$ cat src/rtl/pipeline_hazard_controller.sv
// ---------------------------------------------------------------------------
// pipeline_hazard_controller
//
// Hazard and stall/flush control for the five-stage pipeline.
//   * Combinational (same-cycle) write-enable, flush and forward-select
//     outputs, chosen with priority FREEZE > FLUSH > STALL > RUN.
//   * Registered ctrl_state holding the action taken in the previous cycle.
//   * Wrapping stall/flush performance counters, `MAX_LENGTH bits wide.
//
// Build option:
//   FORWARDING_EN  defined   -> EX-stage operand forwarding, load-use stalls only
//                  undefined -> no forwarding, stall on any EX or MEM producer
// ---------------------------------------------------------------------------

`ifndef MAX_LENGTH
`define MAX_LENGTH 8
`endif

module pipeline_hazard_controller (
    input  logic                   clk,
    input  logic                   reset,

    input  logic [4:0]             id_rs,
    input  logic [4:0]             id_rt,
    input  logic                   id_uses_rt,

    input  logic [4:0]             idex_rs,
    input  logic [4:0]             idex_rt,
    input  logic [4:0]             idex_rd,
    input  logic                   idex_reg_write,
    input  logic                   idex_mem_read,

    input  logic [4:0]             exmem_rd,
    input  logic [4:0]             memwb_rd,
    input  logic                   exmem_reg_write,
    input  logic                   memwb_reg_write,

    input  logic                   branch_taken,
    input  logic                   dmem_busy,

    output logic                   pc_write_enabled,
    output logic                   ifid_write_enabled,
    output logic                   pipe_write_enabled,
    output logic                   ifid_flush,
    output logic                   idex_flush,
    output logic [1:0]             forward_a_sel,
    output logic [1:0]             forward_b_sel,
    output logic [1:0]             ctrl_state,
    output logic [`MAX_LENGTH-1:0] stall_count,
    output logic [`MAX_LENGTH-1:0] flush_count
);

    localparam int unsigned CW = `MAX_LENGTH;

    typedef enum logic [1:0] {
        ACT_RUN    = 2'd0,
        ACT_STALL  = 2'd1,
        ACT_FREEZE = 2'd2,
        ACT_FLUSH  = 2'd3
    } action_t;

    action_t        action;
    action_t        state_q;
    logic           hazard;
    logic [1:0]     fwd_a;
    logic [1:0]     fwd_b;
    logic [CW-1:0]  stall_q;
    logic [CW-1:0]  flush_q;

    // True when a writing producer's nonzero destination feeds an ID source.
    function automatic logic id_src_match(input logic [4:0] rd, input logic we,
                                          input logic [4:0] rs, input logic [4:0] rt,
                                          input logic uses_rt);
        return we && (rd != 5'd0) && ((rd == rs) || (uses_rt && (rd == rt)));
    endfunction

`ifdef FORWARDING_EN
    // Forward select for one EX operand: the younger EX/MEM result wins over MEM/WB.
    function automatic logic [1:0] fwd_select(input logic [4:0] src,
                                              input logic [4:0] ex_rd, input logic ex_we,
                                              input logic [4:0] wb_rd, input logic wb_we);
        if (ex_we && (ex_rd != 5'd0) && (ex_rd == src))
            return 2'd2;
        else if (wb_we && (wb_rd != 5'd0) && (wb_rd == src))
            return 2'd1;
        else
            return 2'd0;
    endfunction

    // Only a load in EX cannot be forwarded in time; everything else is bypassed.
    always_comb begin
        hazard = id_src_match(idex_rd, idex_reg_write & idex_mem_read,
                              id_rs, id_rt, id_uses_rt);
        fwd_a  = fwd_select(idex_rs, exmem_rd, exmem_reg_write, memwb_rd, memwb_reg_write);
        fwd_b  = fwd_select(idex_rt, exmem_rd, exmem_reg_write, memwb_rd, memwb_reg_write);
    end
`else
    // Operand sources only matter for forwarding; fold them into a sink here.
    logic unused_fwd_inputs;
    assign unused_fwd_inputs = ^{idex_rs, idex_rt, memwb_rd, memwb_reg_write, idex_mem_read};

    // Without bypassing, any pending EX or MEM writer stalls; WB writes before ID reads.
    always_comb begin
        hazard = id_src_match(idex_rd, idex_reg_write, id_rs, id_rt, id_uses_rt)
               | id_src_match(exmem_rd, exmem_reg_write, id_rs, id_rt, id_uses_rt);
        fwd_a  = 2'd0;
        fwd_b  = 2'd0;
    end
`endif

    // Pick this cycle's action by priority; reset forces RUN.
    always_comb begin
        action = ACT_RUN;
        if (reset)
            action = ACT_RUN;
        else if (dmem_busy)
            action = ACT_FREEZE;
        else if (branch_taken)
            action = ACT_FLUSH;
        else if (hazard)
            action = ACT_STALL;
    end

    // Decode the chosen action into pipeline enables, flushes and selectors.
    always_comb begin
        pc_write_enabled   = 1'b1;
        ifid_write_enabled = 1'b1;
        pipe_write_enabled = 1'b1;
        ifid_flush         = 1'b0;
        idex_flush         = 1'b0;
        forward_a_sel      = reset ? 2'd0 : fwd_a;
        forward_b_sel      = reset ? 2'd0 : fwd_b;
        case (action)
            ACT_FREEZE: begin
                pc_write_enabled   = 1'b0;
                ifid_write_enabled = 1'b0;
                pipe_write_enabled = 1'b0;
            end
            ACT_FLUSH: begin
                ifid_flush = 1'b1;
                idex_flush = 1'b1;
            end
            ACT_STALL: begin
                pc_write_enabled   = 1'b0;
                ifid_write_enabled = 1'b0;
                idex_flush         = 1'b1;
            end
            default: ;
        endcase
    end

    // Record the action taken and count stall/freeze and flush cycles.
    always_ff @(posedge clk) begin
        if (reset) begin
            state_q <= ACT_RUN;
            stall_q <= '0;
            flush_q <= '0;
        end else begin
            state_q <= action;
            if ((action == ACT_STALL) || (action == ACT_FREEZE))
                stall_q <= stall_q + CW'(1);
            if (action == ACT_FLUSH)
                flush_q <= flush_q + CW'(1);
        end
    end

    assign ctrl_state  = state_q;
    assign stall_count = stall_q;
    assign flush_count = flush_q;

endmodule
$ cat config.mk
export PLATFORM = sky130hd
export DESIGN_NAME = pipeline_hazard_controller
export DESIGN_NICKNAME = d
export VERILOG_FILES = /design/src/rtl/pipeline_hazard_controller.sv
export SDC_FILE = /design/constraint.sdc
export NUM_CORES = 1
export LEC_CHECK = 0
export CORE_MARGIN = 3
export CORE_UTILIZATION = 38
export DETAILED_ROUTE_END_ITERATION = 8
export PLACE_DENSITY = 0.81
export SKIP_CTS_REPAIR_TIMING = 1
export SYNTH_ARGS = -nofsm -noshare
export SYNTH_HDL_FRONTEND = slang
export SYNTH_SLANG_ARGS = --single-unit
export TNS_END_PERCENT = 5
$ cat constraint.sdc
create_clock -name clk -period 5.4 [get_ports clk]
set_clock_uncertainty 0.15 [all_clocks]
set_input_delay 1.08 -clock clk [delete_from_list [all_inputs] [get_ports clk]]
set_output_delay 1.08 -clock clk [all_outputs]
set_load 0.005 [all_outputs]
==> reports/qor.txt <==
status: completed
mux cell area share after synthesis: 0.0187
Reg2Reg Depth: 3
Clock Sinks: 18
clk_lat worst skew: 0.29 ns
Setup crit end kind: output pin
drt pass-1 iters: 4
routability congestion estimate: 0.781
total gr overflow: 0
P&R area growth vs syn: 49.2%
Period Utilization, post-route: 0.906
CP arrival: 3.66 ns
total power: 0.293 mW
clk root buf: clkbuf_4
TritonCTS clock tree: built
htree depth: 1
worst min path class: reg -> reg
Final Hold Fails: 0
Die ar.: 3500 sq um
Final TNS setup: 0 ns
synthesized flop and latch total: 18
CP startpoint kind: primary input
minimum clock period: 4.89 ns
initial core utilization: 0.414
number of global-route vias before repair: 1042
core area: 2590 sq um
final setup fails: 0
Post-Synth XOR/XNOR Area: 0.245
Yosys top cell by area: dfxtp_1
clk buf depth: 2
Pins Over Slew Limit: 0
Hold Crit Endpoint: flush_count[7]$_SDFFE_PP0N_
r2r setup slk: 3.94 ns
Synth Cell Area: 1070 sq um
ANT cells: 0
DRC: 0
# port buffers: 49
Critical Path RT: 4.17 ns
# nets final: 221
share of cells above drive strength 1: 0.0465
Final Instance Count excl. Fillers: 202
Reg clk slew, reported paths: 0.10 ns
first-pass GRT wire length: 4.37 mm
sequential area share after synthesis: 0.336
adder-cell area share of the yosys netlist: 0.0467
worst-path fanout max: 7
area share of the largest cell type after synthesis: 0.336
Die H: 59.1 um
Post-Route WL: 2.83 mm
Hold Crit Start: flush_count[7]$_SDFFE_PP0N_
antenna viol nets, final: 0
initial drt markers: 30
post-synthesis compound-gate area fraction: 0.0852
most frequent cells in the layout: clkdlybuf4s50_1, xor2_1, dfxtp_1
Num CTS Buffers: 3
fmax: 204 MHz
initial antenna violation count: 0
worst ir drop on vdd: 0.000131 V
static leakage: 0.609 nW
cell total after placement: 198
std cell rows: 18
dominant combinational cell family by area after synthesis: XOR/XNOR gates
Synth Area in Simple Gates: 0.210
detailed placement HPWL: 2.31 mm
Synth area leaders: dfxtp_1, xor2_1, xnor2_1
RR Startpoint: stall_count[2]$_SDFFE_PP0P_
largest net degree at the start of global routing: 20
Critical R2R Capture: stall_count[7]$_SDFFE_PP0P_
Post-Synthesis Cells: 124
DR WL/cell: 14.0 um
max-cap check violation count: 0
GRT Util Overall: 0.160
CP Class: in -> out
most common cell after layout, fill and taps aside: clkdlybuf4s50_1
vias post-DR: 1022
Power per Cell Area: 183 nW/um^2
hold path depth: 2
Die Width: 59.1 um
Mean Syn Cell Area: 8.65 sq um
Vias/cell: 5.06
RSZ-0062 raised after global routing: false
Syn. warnings: 0
I/O Pins: 71
Cell variety after synth: 29
==> cell families (layout without fill, tap and decap cells) <==
logic type	Yosys count	after routing
compound gates	14	14
xor+xnor	30	30
fa+ha+maj	4	4
buf+inv	10	55
flops	18	18
mux	2	2
other cells	1	4
simple gates	45	45
==> area by class of cell <==
type / count / area, sq um
clock buffers: 4 / 36.3
fillers: 242 / 990
inverters: 1 / 3.75
multi-input cells: 99 / 664
flip-flops and latches: 18 / 360
well taps: 30 / 37.5
repair buffers: 50 / 498
==> cell usage after synthesis <==
library cell,n
xor2_1,22
dfxtp_1,18
nor2_1,16
xnor2_1,8
nand2_1,6
nand4_1,6
a21oi_1,5
buf_4,5
ha_1,4
nand3_1,4
o21ai_0,4
or3_1,4
a211o_1,2
and3_1,2
mux2i_1,2
nor3_1,2
nor4_1,2
a21oi_2,1
buf_1,1
buf_2,1
clkbuf_1,1
clkbuf_2,1
conb_1,1
inv_1,1
nand2b_1,1
o211ai_1,1
o211ai_2,1
or4_1,1
or4_4,1
==> stage by stage <==
step / worst slack (ns) / hold slack (ns) / cell area [sq um] / utilization
floorplan: 1.44 / 0.324 / 1080 / -
finish: 0.510 / 0.343 / 1600 / 0.618
global route: 0.398 / 0.384 / 1600 / 0.618
CTS: 0.492 / 0.344 / 1600 / 0.618
detailed placement: 0.494 / 0.327 / 1560 / 0.604
global placement: 0.515 / 0.323 / 1560 / 0.604
==> how the worst max path moves through the flow <==
stage | to | slack (ns) | startpoint | depth (start not counted)
after detailed placement | ifid_write_enabled | 0.49 | idex_rd[1] | 8
after global placement | pc_write_enabled | 0.51 | idex_rd[1] | 8
after global routing | ifid_write_enabled | 0.40 | exmem_rd[2] | 8
after floorplan | pc_write_enabled | 1.44 | idex_rd[1] | 8
after CTS | ifid_write_enabled | 0.49 | idex_rd[1] | 8
final | ifid_write_enabled | 0.51 | idex_rd[1] | 8
==> registers in the layout, summed over array words and instances, names as in the netlist <==
signal and cells:
stall_count 8, ctrl_state 2, flush_count 8
==> routing by layer <==
layer	track usage	up-vias	routed length, um
met5	0	-	0
met3	0.0283	6	147
li1	-	511	-
met2	0.301	29	1470
met4	0.0712	0	60
met1	0.172	476	1150
==> worst max-delay path, stage by stage <==
cell	delay (ns)
clkdlybuf4s50_1	0.47
or4_4	0.56
o211ai_2	0.16
a21oi_2	0.06
a211o_1	0.31
ha_1	0.41
inv_1	0.10
clkdlybuf4s50_1	0.50
==> power breakdown <==
part           switching, mW  leakage (nW)  total, mW  internal [mW]
clock                 0.0423        0.0210     0.0833         0.0411
combinational         0.0285         0.442     0.0701         0.0416
sequential           0.00327         0.146      0.139          0.136
(Power assumes the default switching activity.)
